## src/rtl/instr_reg_wr_arbiter.sv

```systemverilog
`default_nettype none
// ============================================================================
// Module      : instr_reg_wr_arbiter
// Description : Round-robin write-port arbiter and write-address sequencer
//               feeding the instruction register (grant, capture, pointer,
//               occupancy, wrap/full handling).
// Revision    : 1.0 - initial release
// ============================================================================
module instr_reg_wr_arbiter #(
    parameter int NUM_REQ = 4,
    parameter int DEPTH   = 32,
    parameter int WRAP_EN = 0
) (
    input  logic                            clk,
    input  logic                            reset,
    input  logic [NUM_REQ-1:0]              req,
    input  logic [NUM_REQ-1:0][3:0]         req_opcode,
    input  logic [NUM_REQ-1:0][31:0]        req_operand_a,
    input  logic [NUM_REQ-1:0][31:0]        req_operand_b,
    input  logic                            flush,
    input  logic                            pause,
    output logic [NUM_REQ-1:0]              grant,
    output logic                            load_en,
    output logic [3:0]                      opcode,
    output logic [31:0]                     operand_a,
    output logic [31:0]                     operand_b,
    output logic [$clog2(DEPTH)-1:0]        write_pointer,
    output logic [$clog2(DEPTH):0]          entries,
    output logic                            full
);

    localparam int c_ptr_w = $clog2(DEPTH);
    localparam int c_cnt_w = c_ptr_w + 1;
    localparam int c_idx_w = $clog2(NUM_REQ);

    localparam logic [c_cnt_w-1:0] c_depth    = c_cnt_w'(DEPTH);
    localparam logic [c_idx_w:0]   c_num_req  = (c_idx_w+1)'(NUM_REQ);
    localparam logic [c_idx_w-1:0] c_last_req = c_idx_w'(NUM_REQ - 1);

    logic [c_idx_w-1:0] r_rr;
    logic [c_ptr_w-1:0] r_wp;
    logic [c_cnt_w-1:0] r_entries;
    logic               r_load_en;
    logic [3:0]         r_opcode;
    logic [31:0]        r_operand_a;
    logic [31:0]        r_operand_b;
    logic [c_ptr_w-1:0] r_write_pointer;

    logic               w_full;
    logic               w_eligible;
    logic               w_any;
    logic [c_idx_w:0]   w_cand;
    logic [c_idx_w-1:0] w_win_idx;
    logic [c_idx_w-1:0] w_rr_nxt;
    logic [NUM_REQ-1:0] w_grant;

    // Full only exists in the non-wrapping mode; it is a pure decode of the count.
    assign w_full     = (r_entries == c_depth) && (WRAP_EN == 0);
    assign w_eligible = !reset && !flush && !pause && !w_full;

    // Scan from the priority pointer; the first requesting slot wins.
    always_comb begin
        w_any     = 1'b0;
        w_win_idx = '0;
        w_cand    = '0;
        w_grant   = '0;
        for (int k = 0; k < NUM_REQ; k++) begin
            w_cand = (c_idx_w+1)'(r_rr) + (c_idx_w+1)'(k);
            if (w_cand >= c_num_req) begin
                w_cand = w_cand - c_num_req;
            end
            if (w_eligible && !w_any && req[w_cand[c_idx_w-1:0]]) begin
                w_any     = 1'b1;
                w_win_idx = w_cand[c_idx_w-1:0];
            end
        end
        if (w_any) begin
            w_grant[w_win_idx] = 1'b1;
        end
    end

    assign w_rr_nxt = (w_win_idx == c_last_req) ? '0 : w_win_idx + c_idx_w'(1);

    always_ff @(posedge clk) begin
        if (reset) begin
            r_rr            <= '0;
            r_wp            <= '0;
            r_entries       <= '0;
            r_load_en       <= 1'b0;
            r_opcode        <= '0;
            r_operand_a     <= '0;
            r_operand_b     <= '0;
            r_write_pointer <= '0;
        end else if (flush) begin
            // Sequencing restarts; priority and last captured data are kept.
            r_wp      <= '0;
            r_entries <= '0;
            r_load_en <= 1'b0;
        end else begin
            r_load_en <= w_any;
            if (w_any) begin
                r_rr            <= w_rr_nxt;
                r_opcode        <= req_opcode[w_win_idx];
                r_operand_a     <= req_operand_a[w_win_idx];
                r_operand_b     <= req_operand_b[w_win_idx];
                r_write_pointer <= r_wp;
                r_wp            <= r_wp + c_ptr_w'(1);
                if (r_entries != c_depth) begin
                    r_entries <= r_entries + c_cnt_w'(1);
                end
            end
        end
    end

    assign grant         = w_grant;
    assign load_en       = r_load_en;
    assign opcode        = r_opcode;
    assign operand_a     = r_operand_a;
    assign operand_b     = r_operand_b;
    assign write_pointer = r_write_pointer;
    assign entries       = r_entries;
    assign full          = w_full;

endmodule
`default_nettype wire
```

## config.mk

```make
export PLATFORM = sky130hd
export DESIGN_NAME = instr_reg_wr_arbiter
export DESIGN_NICKNAME = d
export VERILOG_FILES = /design/src/rtl/instr_reg_wr_arbiter.sv
export SDC_FILE = /design/constraint.sdc
export NUM_CORES = 1
export LEC_CHECK = 0
export BUFFER_PORTS_ARGS = -buffer_cell sky130_fd_sc_hd__clkbuf_2
export CAP_MARGIN = 20
export CORE_AREA = 4 4 140 142
export CTS_CLUSTER_DIAMETER = 30
export DETAILED_ROUTE_END_ITERATION = 6
export DIE_AREA = 0 0 144 146
export PLACE_DENSITY_LB_ADDON = 0.08
export SYNTH_ARGS = -nofsm -noshare
export SYNTH_HDL_FRONTEND = slang
export SYNTH_SLANG_ARGS = --single-unit
```

## constraint.sdc

```tcl
create_clock -name clk -period 2.2 [get_ports clk]
set_clock_uncertainty 0.2 [all_clocks]
set_input_delay 0.11 -clock clk [delete_from_list [all_inputs] [get_ports clk]]
set_output_delay 0.11 -clock clk [all_outputs]
set_load 0.05 [all_outputs]
```

* After elaboration in Yosys (flattened, before gate mapping)
Index checks and enable logic that the tools add are counted.
Word-level totals: register bits 87, bits in latches 0, memory bits (writable) 0, bits in read-only memories 0, input bits 280, output and inout bits 85, word-level logic and storage cells 83, memories 0
Operators by class: $add $sub $neg 10, $mul 0, div/mod/pow operators 0, order comparisons 10, equal/unequal tests 3, shift-type cells 0, mux-type cells 30, bitwise gates (word level) 1, reductions and logical operators 21
Operators by type and width (number):
- 32-bit binary-select mux with 2-bit select | 2
- 32-bit 2-to-1 mux | 2
- 2-bit 2-to-1 mux | 9
- 2-bit by 3-bit < comparator with 1-bit output, second input constant | 5
- 1-bit logical AND | 11
- 3-bit >= comparator, second input constant | 3
- 1-bit 2-to-1 mux | 9
- 1-bit binary-select mux with 2-bit select | 4
- 4-bit binary-select mux with 2-bit select | 1
- 4-bit 2-to-1 mux | 2
- 2-bit by 1-bit subtractor with 2-bit output, second input constant | 4
- 1-bit zero test | 7
- 2-bit by 2-bit adder with 3-bit output, second input constant | 2
- 6-bit by 1-bit adder with 6-bit output, second input constant | 1
- 6-bit == test, second input constant | 1
- 6-bit inequality test, second input constant | 1
- 5-bit by 1-bit adder with 5-bit output, second input constant | 1
- 2-bit AND reduction | 2
- 2-bit by 1-bit adder with 3-bit output, second input constant | 1
- 2-bit by 3-bit >= comparator with 1-bit output, second input constant | 1
- 2-bit by 1-bit adder with 2-bit output, second input constant | 1
- 1-bit demux with 2-bit select | 1
- 2-bit == test, second input constant | 1
- 2-bit by 1-bit >= comparator with 1-bit output, second input constant | 1
- other kinds (2) | 2

* Depth between registers and ports, before layout
depth in word-level cells 23, depth in mapped cells 9, depth with buffers taken out 7

* Least setup slack after synthesis
No wires, ideal clock.
path type flip-flop to output port, from register r_entries[5], in the netlist entries[5], to output grant[1], arrival time 3.771 ns, data required time 1.890 ns, setup slack -1.881 ns, cell stages (with the launch flop) 7, path buffers 2, cells stage by stage dfxtp_1 nor4b_1 and2_1 clkbuf_1 nor4_2 buf_2 nor4_1
On the way: longest elaborated chain between the ends 22, elaborated cells between the ends (all ways) 27, classes of those cells order compare (2); eq/ne (1); mux (11); reduce/logical (13)
RTL lines:
- start, declared | RTL line 42 | logic [c_cnt_w-1:0] r_entries;
- start signal, assigned | RTL line 109 | r_entries <= r_entries + c_cnt_w'(1);
- 6-bit == test (*) | RTL line 58 | assign w_full = (r_entries == c_depth) && (WRAP_EN == 0);
- via full | RTL line 29 | output logic full
- 1-bit zero test (*) | RTL line 59 | assign w_eligible = !reset && !flush && !pause && !w_full;
- 1-bit logical AND (*) | RTL line 59
- 1-bit logical AND | RTL line 72 | if (w_eligible && !w_any && req[w_cand[c_idx_w-1:0]]) begin
- 1-bit 2-to-1 mux | RTL line 72
- 1-bit zero test | RTL line 72
- 1-bit logical AND (2 in a row) | RTL line 72
- [5 not listed]
- 1-bit zero test | RTL line 72
- 1-bit logical AND (2 in a row) | RTL line 72
- 2-bit 2-to-1 mux | RTL line 72
- 2-bit by 3-bit < comparator with 1-bit output (implied by the code) / 2-bit by 1-bit >= comparator with 1-bit output (equally long branches) | RTL line 78 | w_grant[w_win_idx] = 1'b1;
- 1-bit logical AND (implied by the code) | RTL line 78
- 1-bit 2-to-1 mux (implied by the code) | RTL line 78
- 1-bit demux with 2-bit select | RTL line 78
- 4-bit 2-to-1 mux (*) | RTL line 77 | if (w_any) begin
- end, declared | RTL line 22 | output logic [NUM_REQ-1:0] grant,
The timed path passes the listed nets; every way through them passes the cells marked *.

* Worst setup path in the final report
from register r_rr[1], to output grant[3]
On the way: longest elaborated chain between the ends 23, elaborated cells between the ends (all ways) 47, classes of those cells add/sub (7); order compare (6); mux (23); reduce/logical (11)
RTL lines:
- start, declared | RTL line 40 | logic [c_idx_w-1:0] r_rr;
- start signal, assigned | RTL line 102 | r_rr <= w_rr_nxt;
- 2-bit by 3-bit >= comparator with 1-bit output / 2-bit by 1-bit subtractor with 2-bit output (equally long branches) | RTL line 69, 70
- 2-bit 2-to-1 mux | RTL line 69 | if (w_cand >= c_num_req) begin
- 1-bit binary-select mux with 2-bit select | RTL line 72
- 1-bit 2-to-1 mux (implied by the code) | RTL line 72
- 1-bit logical AND | RTL line 72
- 1-bit 2-to-1 mux | RTL line 72
- 1-bit zero test | RTL line 72
- 1-bit logical AND (2 in a row) | RTL line 72
- [5 not listed]
- 1-bit zero test | RTL line 72
- 1-bit logical AND (2 in a row) | RTL line 72
- 2-bit 2-to-1 mux | RTL line 72
- 2-bit by 3-bit < comparator with 1-bit output (implied by the code) / 2-bit by 1-bit >= comparator with 1-bit output (equally long branches) | RTL line 78
- 1-bit logical AND (implied by the code) | RTL line 78
- 1-bit 2-to-1 mux (implied by the code) | RTL line 78
- 1-bit demux with 2-bit select | RTL line 78
- 4-bit 2-to-1 mux (*) | RTL line 77
Every way passes the cells marked *; elsewhere a longest branch is shown, timed or not. The select of a mux whose other input is x is not followed.

==> run summary <==
status - finished with violations
failing checks - negative setup slack
GR Overflow Total - 0
reg-to-reg endpoint - operand_b[19]$_SDFFE_PP0P_
leading area contributor after synthesis - dfxtp_1
Core ar. - 18460 sq um
die width - 144 um
Die Y - 146 um
antenna violations before repair - 4
asr flop ratio synth - 0%
Least-Margin Pin Slew - 0.5670 ns
Mapped Area - 4994 sq um
H-Tree Depth - 3
Crit Path Class - reg -> out
row count - 50
register area - 1767 sq um
final worst slack - -0.09927 ns
most frequent cells in the layout - clkbuf_2 (360), dlygate4sd3_1 (226), dfxtp_1 (79)
Synth Instances - 570
iteration-0 DRC count of the detailed router - 347
Nets - 1459
Worst setup EP type - primary output
GR Util All Layers - 24.14%
DRT Pass-1 Iters - 5
share of cells above drive strength 1 - 46.95%
syn_area_per_cell - 8.761 sq um
CTS clk-pin slew, worst paths - 0.07 ns
R2R Setup Slk - 0.03 ns
Area Overhead vs Synth - 113.1%
critical path arrival - 1.99 ns
Seq/Total Area, Yosys - 34.88%
Placement Setup Slack - 0.04173 ns
Routed wire per std cell - 19.85 um
Peak VDD IR - 0.4165 mV
pwr/cell area - 483.1 nW/um^2
fmax - 434.9 MHz
vias in the first global route - 7610
CTS root buffer - clkbuf_16
I/O Buffers - 364
hold depth - 4
CTS tree - yes
Leak - 4.839 nW
RSZ-0062 raised after global routing - true
clk buf depth - 2
die area - 21020 sq um
Power Total - 0.005142 W
Multi-input gate area - 3192 sq um
syn_nets - 854
Setup-failing EPs final - 2
vias per cell - 5.213
Setup TNS - -0.1069 ns
Hold Fails Final Rpt - 0
share of the synthesized area in the top cell type - 34.88%
cts bufs inserted - 9
post-synth cell types - 33
CP Data Required Time - 1.89 ns
commonest non-fill, non-tap cell in the layout - clkbuf_2
post-synthesis register bit count - 87
drt drc - 0
Final period util - 104.5%
crit start category - flop
ys flop type - dfxtp_1
fin. max-slew vios - 0
ranking of synthesized cells by area - dfxtp_1 (35%), mux2_2 (15%), a221o_1 (14%), a21oi_1 (7.1%), nand3_1 (6.8%)
Max Cap Viol - 0
Starting Density - 27.06%
GP Congestion - 0.7976
Post-synth EDFFs - 0
via count - 7376
fillcell total - 1580
Min Clock Period, post-route - 2.299 ns
Ys Warns - 0
hold path endpoint - operand_a[0]$_SDFFE_PP0P_
relative slew slack - 62.20%
Crit Path Max Fanout - 5
io pins - 365
TritonCTS Sinks - 87
final design area excluding fillers - 10640 sq um
largest net degree at the start of global routing - 69
worst skew pair latency - 0.34 ns
Hold Path Origin - req_operand_a[0]
WL final - 28090 um
Min-Delay Path Class - in -> reg
RR Startpoint - r_rr[1]$_SDFFE_PP0P_
R2R depth - 8
hpwl dp - 17230 um
first-pass GRT wire length - 40510 um
post-route ant nets - 0
Post-DP Area - 7518 sq um
Hold Slack - 0.001998 ns
-- layout make-up --
type	instances	area share, %
timing repair buffer	658	47.70
tap	234	2.751
clock inverter	7	0.6936
sequential	87	16.60
clock buffer	9	2.116
multi-input combinational	416	29.99
inverter	3	0.1293
antenna	1	0.02351
-- registers in the layout, indices dropped and copies added, names as in the netlist --
register / cells
operand_a: 32
operand_b: 32
entries: 6
r_wp: 5
write_pointer: 5
opcode: 4
r_rr: 2
load_en: 1
-- worst max-delay path by stage --
stage                              start                        end  slack, ns  cells past startpoint
floorplan           r_rr[1]$_SDFFE_PP0P_  operand_a[0]$_SDFFE_PP0P_      -0.09                      7
global placement    r_rr[1]$_SDFFE_PP0P_       r_rr[1]$_SDFFE_PP0P_       0.07                      8
detailed placement  r_rr[1]$_SDFFE_PP0P_                   grant[3]       0.04                      8
CTS                 r_rr[1]$_SDFFE_PP0P_                   grant[3]      -0.08                      8
global route        r_rr[1]$_SDFFE_PP0P_                   grant[3]      -0.20                      8
finish              r_rr[1]$_SDFFE_PP0P_                   grant[3]       -0.1                      8
-- power breakdown --
group	internal (W)	switching, W
Combinational	0.000912	0.000948
Sequential	0.00166	0.0000550
Clock	0.000880	0.000685
-- critical path: stages, from the launching register on --
cell and delay [ns]:
dfxtp_4 0.37, mux2i_2 0.27, o22a_4 0.21, nand2_8 0.07, buf_12 0.13, nor3_4 0.16
ha_4 0.16, and2_4 0.14, buf_12 0.13
-- metal layers --
layer  track usage (%)  part of all wire [%]
met1             27.87                    38
met2             42.32                    50
met3             5.324                   7.8
met4             10.31                   4.3
met5                 0                  0.12
-- metrics by stage --
stage | instances | utilization, %
global placement | 1143 | 40.74
detailed placement | 1143 | 40.74
CTS | 1396 | 55.43
global route | 1415 | 57.67
finish | 1415 | 57.67
floorplan | 570 | -
-- synth_stat cells (all sizes together) (2+ instances only) --
cell	number
dfxtp	87
a21oi	71
o21ai	69
a221o	68
mux2	68
nand3	68
clkbuf	53
nor2	21
buf	11
mux2i	8
xor2	7
nand2	6
ha	4
nand4	4
inv	3
nor4	3
and2	2
and3	2
nand2b	2
nor3	2
xnor2	2
-- cell families (layout without fill, tap and decap cells) --
kind of cell | after synthesis | in the layout | synth area share (%)
AOI/OAI and AO/OA | 213 | 213 | 28.69
and+or+nand+nor | 114 | 114 | 11.35
DFF | 87 | 87 | 34.88
muxes | 76 | 76 | 16.94
buffers and inverters | 67 | 677 | 5.562
xor gates and xnor gates | 9 | 9 | 1.579
adders and majority gates | 4 | 4 | 1.002
other | 0 | 1 | 0
-- timing repair --
item                                    4_1_cts  5_1_grt
pin swaps                                     9        7
hold endpoints to repair                     86        0
hold buffers                                226        0
endpoints found under the setup margin        4       72
setup buffers                                11        8
resized for setup                             9       32
cloned                                        1       10
No activity file was read; power rests on OpenSTA's default activity.
